==> src/rtl/pwm_pkg.sv <==
// Shared constants, duty type and threshold helper for the ramped PWM array.
package pwm_pkg;

  localparam int unsigned DEF_DUTY_W    = 10;
  localparam int unsigned DEF_PERIOD    = 4000;
  localparam int unsigned DEF_CNT_W     = 12;
  localparam int unsigned DEF_RAMP_STEP = 16;

  typedef logic [DEF_DUTY_W-1:0] duty_t;

  // High-time threshold in counter ticks: (period * duty) >> duty_w, truncated.
  function automatic logic [31:0] duty_to_thr(input logic [31:0] period,
                                              input logic [31:0] duty,
                                              input int unsigned duty_w);
    logic [63:0] prod;
    prod = 64'(period) * 64'(duty);
    prod = prod >> duty_w;
    return prod[31:0];
  endfunction

endpackage

==> src/rtl/pwm_ramp_ch.sv <==
// One PWM channel: slew-limited active duty, threshold register, brake and output flop.
module pwm_ramp_ch
  import pwm_pkg::*;
#(
  parameter int unsigned DUTY_W    = DEF_DUTY_W,
  parameter int unsigned PERIOD    = DEF_PERIOD,
  parameter int unsigned CNT_W     = DEF_CNT_W,
  parameter int unsigned RAMP_STEP = DEF_RAMP_STEP
) (
  input  logic              clk,
  input  logic              reset,
  input  logic              enable,
  input  logic              boundary,
  input  logic [CNT_W-1:0]  cnt,
  input  logic [DUTY_W-1:0] target,
  input  logic              brake,
  output logic              pwm,
  output logic              at_target,
  output logic [DUTY_W-1:0] duty_act
);

  localparam logic [DUTY_W-1:0] STEP = DUTY_W'(RAMP_STEP);

  logic [DUTY_W-1:0] duty_q, duty_d, ramped, diff;
  logic [CNT_W-1:0]  thr_q, thr_d;
  logic              pwm_q, pwm_d;

  // Move toward target by at most STEP; a smaller remaining gap lands exactly on target.
  always_comb begin
    ramped = duty_q;
    diff   = '0;
    if (RAMP_STEP == 0) begin
      ramped = target;
    end else if (target > duty_q) begin
      diff   = target - duty_q;
      ramped = (32'(diff) > RAMP_STEP) ? duty_q + STEP : target;
    end else if (target < duty_q) begin
      diff   = duty_q - target;
      ramped = (32'(diff) > RAMP_STEP) ? duty_q - STEP : target;
    end
  end

  always_comb begin
    duty_d = duty_q;
    thr_d  = thr_q;
    if (!enable || brake) begin
      duty_d = '0;
      thr_d  = '0;
    end else if (boundary) begin
      duty_d = ramped;
      thr_d  = CNT_W'(duty_to_thr(PERIOD, 32'(ramped), DUTY_W));
    end
    pwm_d = enable & ~brake & (cnt < thr_q);
  end

  always_ff @(posedge clk or posedge reset) begin
    if (reset) begin
      duty_q <= '0;
      thr_q  <= '0;
      pwm_q  <= 1'b0;
    end else begin
      duty_q <= duty_d;
      thr_q  <= thr_d;
      pwm_q  <= pwm_d;
    end
  end

  assign pwm       = pwm_q;
  assign duty_act  = duty_q;
  assign at_target = (duty_q == target);

endmodule

==> src/rtl/pwm_ramp_array.sv <==
// Multi-channel phase-aligned PWM: shared period counter, per-channel slew-limited duty.
module pwm_ramp_array
  import pwm_pkg::*;
#(
  parameter int unsigned N_CH      = 2,
  parameter int unsigned DUTY_W    = DEF_DUTY_W,
  parameter int unsigned PERIOD    = DEF_PERIOD,
  parameter int unsigned CNT_W     = DEF_CNT_W,
  parameter int unsigned RAMP_STEP = DEF_RAMP_STEP
) (
  input  logic                     clk,
  input  logic                     reset,
  input  logic                     enable,
  input  logic [N_CH*DUTY_W-1:0]   duty_target,
  input  logic [N_CH-1:0]          brake,
  output logic [N_CH-1:0]          pwm,
  output logic                     period_start,
  output logic [N_CH-1:0]          at_target,
  output logic [N_CH*DUTY_W-1:0]   duty_active
);

  logic [CNT_W-1:0] cnt_q, cnt_d;
  logic             boundary;
  logic             ps_q;

  always_comb begin
    boundary = enable && (cnt_q == CNT_W'(PERIOD - 1));
    cnt_d    = (!enable || boundary) ? '0 : cnt_q + 1'b1;
  end

  // period_start is the registered boundary, so it lines up with the first cnt==0 cycle.
  always_ff @(posedge clk or posedge reset) begin
    if (reset) begin
      cnt_q <= '0;
      ps_q  <= 1'b0;
    end else begin
      cnt_q <= cnt_d;
      ps_q  <= boundary;
    end
  end

  assign period_start = ps_q;

  for (genvar i = 0; i < N_CH; i++) begin : g_ch
    pwm_ramp_ch #(
      .DUTY_W    (DUTY_W),
      .PERIOD    (PERIOD),
      .CNT_W     (CNT_W),
      .RAMP_STEP (RAMP_STEP)
    ) u_ch (
      .clk       (clk),
      .reset     (reset),
      .enable    (enable),
      .boundary  (boundary),
      .cnt       (cnt_q),
      .target    (duty_target[i*DUTY_W +: DUTY_W]),
      .brake     (brake[i]),
      .pwm       (pwm[i]),
      .at_target (at_target[i]),
      .duty_act  (duty_active[i*DUTY_W +: DUTY_W])
    );
  end

endmodule

==> config.mk <==
export PLATFORM = sky130hd
export DESIGN_NAME = pwm_ramp_array
export DESIGN_NICKNAME = d
export VERILOG_FILES = /design/src/rtl/pwm_pkg.sv /design/src/rtl/pwm_ramp_ch.sv /design/src/rtl/pwm_ramp_array.sv
export SDC_FILE = /design/constraint.sdc
export NUM_CORES = 1
export LEC_CHECK = 0
export BUFFER_PORTS_ARGS = -buffer_cell sky130_fd_sc_hd__buf_2
export CAP_MARGIN = 10
export CORE_MARGIN = 1.5
export CORE_UTILIZATION = 40
export DETAILED_ROUTE_END_ITERATION = 10
export PLACE_DENSITY_LB_ADDON = 0.3
export SYNTH_ARGS = -nofsm -noshare
export SYNTH_HDL_FRONTEND = slang
export SYNTH_SLANG_ARGS = --single-unit
==> constraint.sdc <==
create_clock -name clk -period 14.3 [get_ports clk]
set_clock_uncertainty 0.15 [all_clocks]
set_input_delay 0 -clock clk [delete_from_list [all_inputs] [get_ports clk]]
set_output_delay 0 -clock clk [all_outputs]
set_load 0.01 [all_outputs]
---- Yosys cells after proc, flatten, opt, wreduce, memory -nomap -nowiden ----
Cells that the tools add are included.
word-level totals
  register bits after elaboration ......... 59
  bits of input ports ..................... 25
  output and inout bits ................... 25
  word-level logic and storage cells ...... 62
operators by class
  $add $sub $neg .......................... 9
  $mul .................................... 2
  order comparisons ....................... 10
  equal/unequal tests ..................... 3
  multiplexer cells ....................... 17
  bitwise operators ....................... 6
  reductions and logical operators ........ 7
operator list
  operator                                             number
  two-way mux 10 bit                                   12
  two-way mux 12 bit                                   5
  > comparator 10 x 5 -> 1 bit, second input constant  4
  subtractor 10 bit                                    4
  multiplier 7 x 10 -> 17 bit, first input constant    2
  less-than comparator 12 bit                          2
  adder 10 x 5 -> 10 bit, second input constant        2
  equality test 10 bit                                 2
  > comparator 10 bit                                  2
  less-than comparator 10 bit                          2
  subtractor 10 x 5 -> 10 bit, second input constant   2
  adder 12 x 1 -> 12 bit, second input constant        1
  equality test 12 bit, second input constant          1
  bitwise AND 1 bit                                    4
  nonzero test 2 bit                                   2
  logical OR 1 bit                                     3
  NOT 1 bit                                            2
  logical AND 1 bit                                    1
  zero test 1 bit                                      1

---- Depth between registers and ports, before layout ----
  depth in word-level cells ............... 8
  depth in mapped cells ................... 30
  depth with buffers taken out ............ 30

---- Modules after synthesis ----
Synthesis repeated with hierarchy kept, for this count alone.
second synthesis, totals
  cell total of the unflattened synthesis .. 1087
  area total of the unflattened synthesis .. 9116.2 um^2
modules (own cells, without submodules)
  module                      instances  cells an instance  area each (um^2)  sequential area each (um^2)
  pwm_ramp_ch (g_ch[0].u_ch)  1          524                4274.1            575.6
  pwm_ramp_ch (g_ch[1].u_ch)  1          502                4184.0            575.6
  pwm_ramp_array              1          61                 658.1             325.3

---- Worst setup path before layout ----
No wires, ideal clock.
  kind .................................... reg-to-reg
  start ................................... register g_ch[1].u_ch.duty_q[0]
  end ..................................... register g_ch[1].u_ch.thr_q[11]
  library setup time ...................... 0.122 ns
  arrival ................................. 7.004 ns
  data required time ...................... 14.028 ns
  slack ................................... 7.024 ns
  cell stages (with the launch flop) ...... 26
  path buffers ............................ 1
  period minus slack after synthesis ...... 7.276 ns
  cell sequence ........................... dfrtp_1 > ha_1 > fa_1 > nor2b_1 > or3b_1 > a21oi_1 > o2111a_1 > nor3_1 > a221oi_1 > nand4_1 > o22ai_2 > clkbuf_1 > o21ai_0 > fa_1 > inv_1 > fa_1 > fa_1 > fa_1 > inv_1 > ha_1 > or4_1 > o2111ai_2 > a211oi_1 > o21a_1 > or3_1 > a32o_1
between the ends
  longest elaborated chain between the ends .. 8
  elaborated cells between the ends (all ways) .. 15
  classes of those cells .................. 4 x add/sub; 1 x mul; 4 x order compare; 6 x mux
RTL lines
  element                        RTL line           text
  from (decl)                    pwm_ramp_ch.sv:24  logic [DUTY_W-1:0] duty_q, duty_d, ramped, diff;
  from (signal assigned)         pwm_ramp_ch.sv:62  duty_q <= duty_d;
  subtractor 10 bit              pwm_ramp_ch.sv:38  diff = duty_q - target;
  > comparator 10 x 5 -> 1 bit   pwm_ramp_ch.sv:39  ramped = (32'(diff) > RAMP_STEP) ? duty_q - STEP : target;
  two-way mux 10 bit             pwm_ramp_ch.sv:39
  two-way mux 10 bit             pwm_ramp_ch.sv:37  end else if (target < duty_q) begin
  two-way mux 10 bit *           pwm_ramp_ch.sv:34  end else if (target > duty_q) begin
  multiplier 7 x 10 -> 17 bit *  pwm_pkg.sv:16      prod = 64'(period) * 64'(duty);
  two-way mux 12 bit *           pwm_ramp_ch.sv:49  end else if (boundary) begin
  two-way mux 12 bit *           pwm_ramp_ch.sv:46  if (!enable || brake) begin
  to (signal assigned)           pwm_ramp_ch.sv:63  thr_q <= thr_d;
  to (decl)                      pwm_ramp_ch.sv:25  logic [CNT_W-1:0] thr_q, thr_d;
Mark *: on every way between the ends. The rest lies on a longest branch, timed or not. The select of a mux whose other input is x is not followed.
A chain may end at the register's enable or synchronous reset.

---- Final worst setup path ----
Same ends and word-level chain as after synthesis.

==> flow_summary.ini <==
[floorplanning]
die_height_um = 152
std_cell_rows = 54
floorplan.die_area_um2 = 23000
dieWidth_um = 152
effective_utilization_at_floorplan_pct = 40.7
floorplan.io_pins = 50
floorplan.core_area_um2 = 21800

[critical_path]
endpoint = g_ch[1].u_ch.thr_q[11]$_DFFE_PP0P_
crit_path_end_kind = flip-flop
critical_path.top_delay_family = adder cells
path_cells = ha_1 -> fa_1 -> nor2b_1 -> o21ai_0 -> a21boi_1 -> o21ai_0 -> and3_1 -> a211oi_1 -> nand4_1 -> o22ai_2 -> o21ai_0 -> fa_1 -> inv_1 -> fa_1 -> fa_1 -> fa_1 -> inv_1 -> ha_1 -> or4_1 -> o2111ai_2 -> a211oi_1 -> o21a_1 -> or3_1 -> a32o_1
worst-endpoint-required_ns = 14.37
critPathArrivalTime_ns = 8.24
timing_worst_setup_path_type = flip-flop to flip-flop
worstSetupStartpointType = flip-flop
critical_path.most_common_cell = sky130_fd_sc_hd__fa_1
beginning_of_the_worst_register_to_register_path = g_ch[1].u_ch.duty_act[0]$_DFFE_PP0P_
cpMaxStageDelayCell = sky130_fd_sc_hd__fa_1
cpPeakStageDelay_ns = 0.60
worstRegToRegCells = 24
worstSetupPathDepth = 24
timing.reg2reg.setup_slack_ns = 6.13
critPathMaxFanout = 13
r2r_end = g_ch[1].u_ch.thr_q[11]$_DFFE_PP0P_
setup.worst_path.start = g_ch[1].u_ch.duty_act[0]$_DFFE_PP0P_
critical_path_buf_inv_count = 2

[final_layout]
antenna_cells = 0
design_area_um2 = 9740
layout.cells.most_common = sky130_fd_sc_hd__inv_1
design.final.nets = 1307
layout_common_cells = 177 x sky130_fd_sc_hd__inv_1, 145 x sky130_fd_sc_hd__ha_1, 75 x sky130_fd_sc_hd__o21ai_0, 71 x sky130_fd_sc_hd__nand2_1, 59 x sky130_fd_sc_hd__dfrtp_1
areaGrowthSynthToFinish_pct = 10.1
drive_above_1_share_pct = 9.41

[route]
route.detailed.drc = 0
wl_per_cell_um = 14.3
drt_first_iter_violations = 336
post_drt_via_cell_ratio = 5.18
dr_total_vias = 7060
ant_nets = 0
drt_pass1_iterations = 5
wirelength_routed_mm = 19.5

[place]
dp_worst_setup_slack_ns = 6.24
globalplace.congestion = 0.863
port_buffers = 49
area_after_detailed_placement_um2 = 9340
detailedPlacementHpwl_mm = 15.5

[clocking]
clock-sinks = 59
h-tree-depth = 3
tritoncts.num_buffers = 9
clock_tree_from_tritoncts = built
clock_path_buffers = 2
clk_transition_reported_paths_ns = 0.05
postCtsSetupBuffers = 0
clock-root-buffer = sky130_fd_sc_hd__clkbuf_16
clock_latency_late_sink_ns = 0.33

[yosys]
synthArstFlopShare_pct = 100
ys_dominant_reg_cell = sky130_fd_sc_hd__dfrtp_1
synth.yosys.warnings = 0
synthesis.area_um2 = 8850
postSynthRegisterBits = 59
synth_enable_flop_cells = 0
post_synthesis_area_per_instance_um2 = 8.52
syn_inst = 1039
synth.yosys.seq_area_share_pct = 16.7
post_synthesis_net_count = 1267
synth_cell_types = 82

[timing]
max_freq_mhz = 122
period_minus_slack_ns = 8.17
setup_ws_ns = 6.13
final.hold.worst_slack_ns = 0.0955
endpoints_failing_hold = 0
drv_slew = 0
worst_slew_pin_slew_ns = 1.05
rsz0062_at_grt = false
final-setup-viol-count = 0
post-route-period-util_pct = 57.1
slew_headroom_pct = 28.8
setup-tns-final_ns = 0

[global_routing]
maximum_number_of_pins_on_one_net_before_global_route_repair = 60
global_route.usage.met2_pct = 28.1
grt_util_all_layers_pct = 18.2
grt_antenna_before_repair = 0
grt_util_met1_pct = 27.3
gr_ovfl_total = 0
grt.busiest_layer = met2
met3_usage_pct = 2.34
grt_pass1_vias = 6926
grt_first_pass_wirelength_mm = 33.8

[job]
cap_viol_max_count = 0

[power]
vdd_drop_max_v = 0.0000558
power.static_leakage_nw = 4.86
power_density_nw_per_um2 = 84.8

[outcome]
outcome = finished, final reports clean

[worst_hold_path]
hold_path_class = primary input to flip-flop
==> cells in the mapped netlist (4+ instances only) <==
library cell               count  area (um^2)
sky130_fd_sc_hd__xor2_1       20          175
sky130_fd_sc_hd__mux2i_1       5         50.1
sky130_fd_sc_hd__nor2b_1      11         68.8
sky130_fd_sc_hd__o211ai_1      9         67.6
sky130_fd_sc_hd__a21o_1       21          158
sky130_fd_sc_hd__a211oi_1      5         37.5
sky130_fd_sc_hd__and3_1        9         56.3
sky130_fd_sc_hd__nor2_1       53          199
sky130_fd_sc_hd__ha_1        145         1810
sky130_fd_sc_hd__nor4_1        5         31.3
sky130_fd_sc_hd__or2_2         5         31.3
sky130_fd_sc_hd__o31ai_1      10         75.1
sky130_fd_sc_hd__a31oi_1       8         50.1
sky130_fd_sc_hd__nor3_1       15         75.1
sky130_fd_sc_hd__o21ai_0      75          375
sky130_fd_sc_hd__clkbuf_1     20         75.1
sky130_fd_sc_hd__fa_1         58         1160
sky130_fd_sc_hd__o21a_1        8         60.1
sky130_fd_sc_hd__buf_4         7         52.6
sky130_fd_sc_hd__or3_1         9         56.3
sky130_fd_sc_hd__nand3_1      22          110
sky130_fd_sc_hd__xnor2_1      32          280
sky130_fd_sc_hd__o21ai_1       4         20.0
sky130_fd_sc_hd__nand2_1      71          267
sky130_fd_sc_hd__nand4_1      10         62.6
sky130_fd_sc_hd__inv_1       178          668
sky130_fd_sc_hd__a21oi_1      50          250
sky130_fd_sc_hd__dfrtp_1      59         1480
sky130_fd_sc_hd__nand2b_1     21          131
sky130_fd_sc_hd__a21oi_2       4         35.0
sky130_fd_sc_hd__and2_1        5         31.3
sky130_fd_sc_hd__buf_1         4         15.0
sky130_fd_sc_hd__o22ai_1       4         25.0
sky130_fd_sc_hd__a22o_1       12          105
==> power breakdown <==
group | internal (mW) | leakage, nW | switching [mW]
logic | 0.177 | 3.87 | 0.224
clock network | 0.175 | 0.163 | 0.0806
registers | 0.168 | 0.822 | 0.00141
total | 0.520 | 4.86 | 0.306
==> what timing repair did <==
action,4_1_cts,5_1_grt
gates resized for setup,0,0
hold buffers,6,0
endpoints found under the hold margin,68,0
==> stage by stage <==
stage | power, mW | util (%) | cells
finish | 0.826 | 44.8 | 1364
global route | 0.907 | 44.8 | 1364
CTS | 0.837 | 44.8 | 1364
detailed placement | 0.571 | 42.9 | 1342
global placement | 0.569 | 42.9 | 1342
floorplan | 0.496 | - | 1039
==> worst register-to-register path, cell delays in order (launching register included) <==
cell                        delay, ns
sky130_fd_sc_hd__dfrtp_1         0.42
sky130_fd_sc_hd__ha_1            0.23
sky130_fd_sc_hd__fa_1            0.38
sky130_fd_sc_hd__nor2b_1         0.19
sky130_fd_sc_hd__o21ai_0         0.13
sky130_fd_sc_hd__a21boi_1        0.35
sky130_fd_sc_hd__o21ai_0         0.17
sky130_fd_sc_hd__and3_1          0.21
sky130_fd_sc_hd__a211oi_1        0.23
sky130_fd_sc_hd__nand4_1         0.50
sky130_fd_sc_hd__o22ai_2         0.53
sky130_fd_sc_hd__o21ai_0         0.40
sky130_fd_sc_hd__fa_1            0.60
sky130_fd_sc_hd__inv_1           0.06
sky130_fd_sc_hd__fa_1            0.53
sky130_fd_sc_hd__fa_1            0.46
sky130_fd_sc_hd__fa_1            0.52
sky130_fd_sc_hd__inv_1           0.04
sky130_fd_sc_hd__ha_1            0.19
sky130_fd_sc_hd__or4_1           0.56
sky130_fd_sc_hd__o2111ai_2       0.28
sky130_fd_sc_hd__a211oi_1        0.13
sky130_fd_sc_hd__o21a_1          0.22
sky130_fd_sc_hd__or3_1           0.32
sky130_fd_sc_hd__a32o_1          0.26
==> final cells by class <==
type                    count  area [um^2]
clock buffers              12          246
repair buffers             64          373
flip-flops and latches     59         1480
clock inverters             4         97.6
well taps                 280          350
fillers                  2135        12000
inverters                 178          668
multi-input cells         767         6530
==> sequential cells by signal, summed over array words and instances (netlist names) <==
register            cells
period_start            1
g_ch.u_ch.pwm           2
g_ch.u_ch.thr_q        24
g_ch.u_ch.duty_act     20
cnt_q                  12
==> kinds of logic after synthesis <==
logic type,share of synthesized area (%)
adder cells (fa/ha/maj),33.6
multiplexers,0.721
buffers and inverters,9.53
AO/OA/AOI/OAI,20.3
flip-flops,16.7
AND/OR/NAND/NOR,14.0
XOR/XNOR,5.15
==> layer usage <==
metal / wire length (um) / vias up
met5: 0 / -
met4: 206 / 0
li1: - / 3619
met3: 618 / 19
met2: 8570 / 113
met1: 10100 / 3309
==> worst min-delay path by stage <==
stage	slack, ns	endpoint	depth (start not counted)	from
final	0.1	g_ch[1].u_ch.duty_act[3]$_DFFE_PP0P_	5	duty_target[13]
after global routing	0.16	g_ch[1].u_ch.duty_act[3]$_DFFE_PP0P_	5	duty_target[13]
after CTS	0.08	g_ch[1].u_ch.duty_act[3]$_DFFE_PP0P_	5	duty_target[13]
after detailed placement	0.14	g_ch[1].u_ch.duty_act[0]$_DFFE_PP0P_	3	reset
after global placement	0.15	g_ch[1].u_ch.duty_act[0]$_DFFE_PP0P_	3	reset
after floorplan	-0.02	cnt_q[2]$_DFF_PP0_	1	enable
No activity file was read; power rests on OpenSTA's default activity.
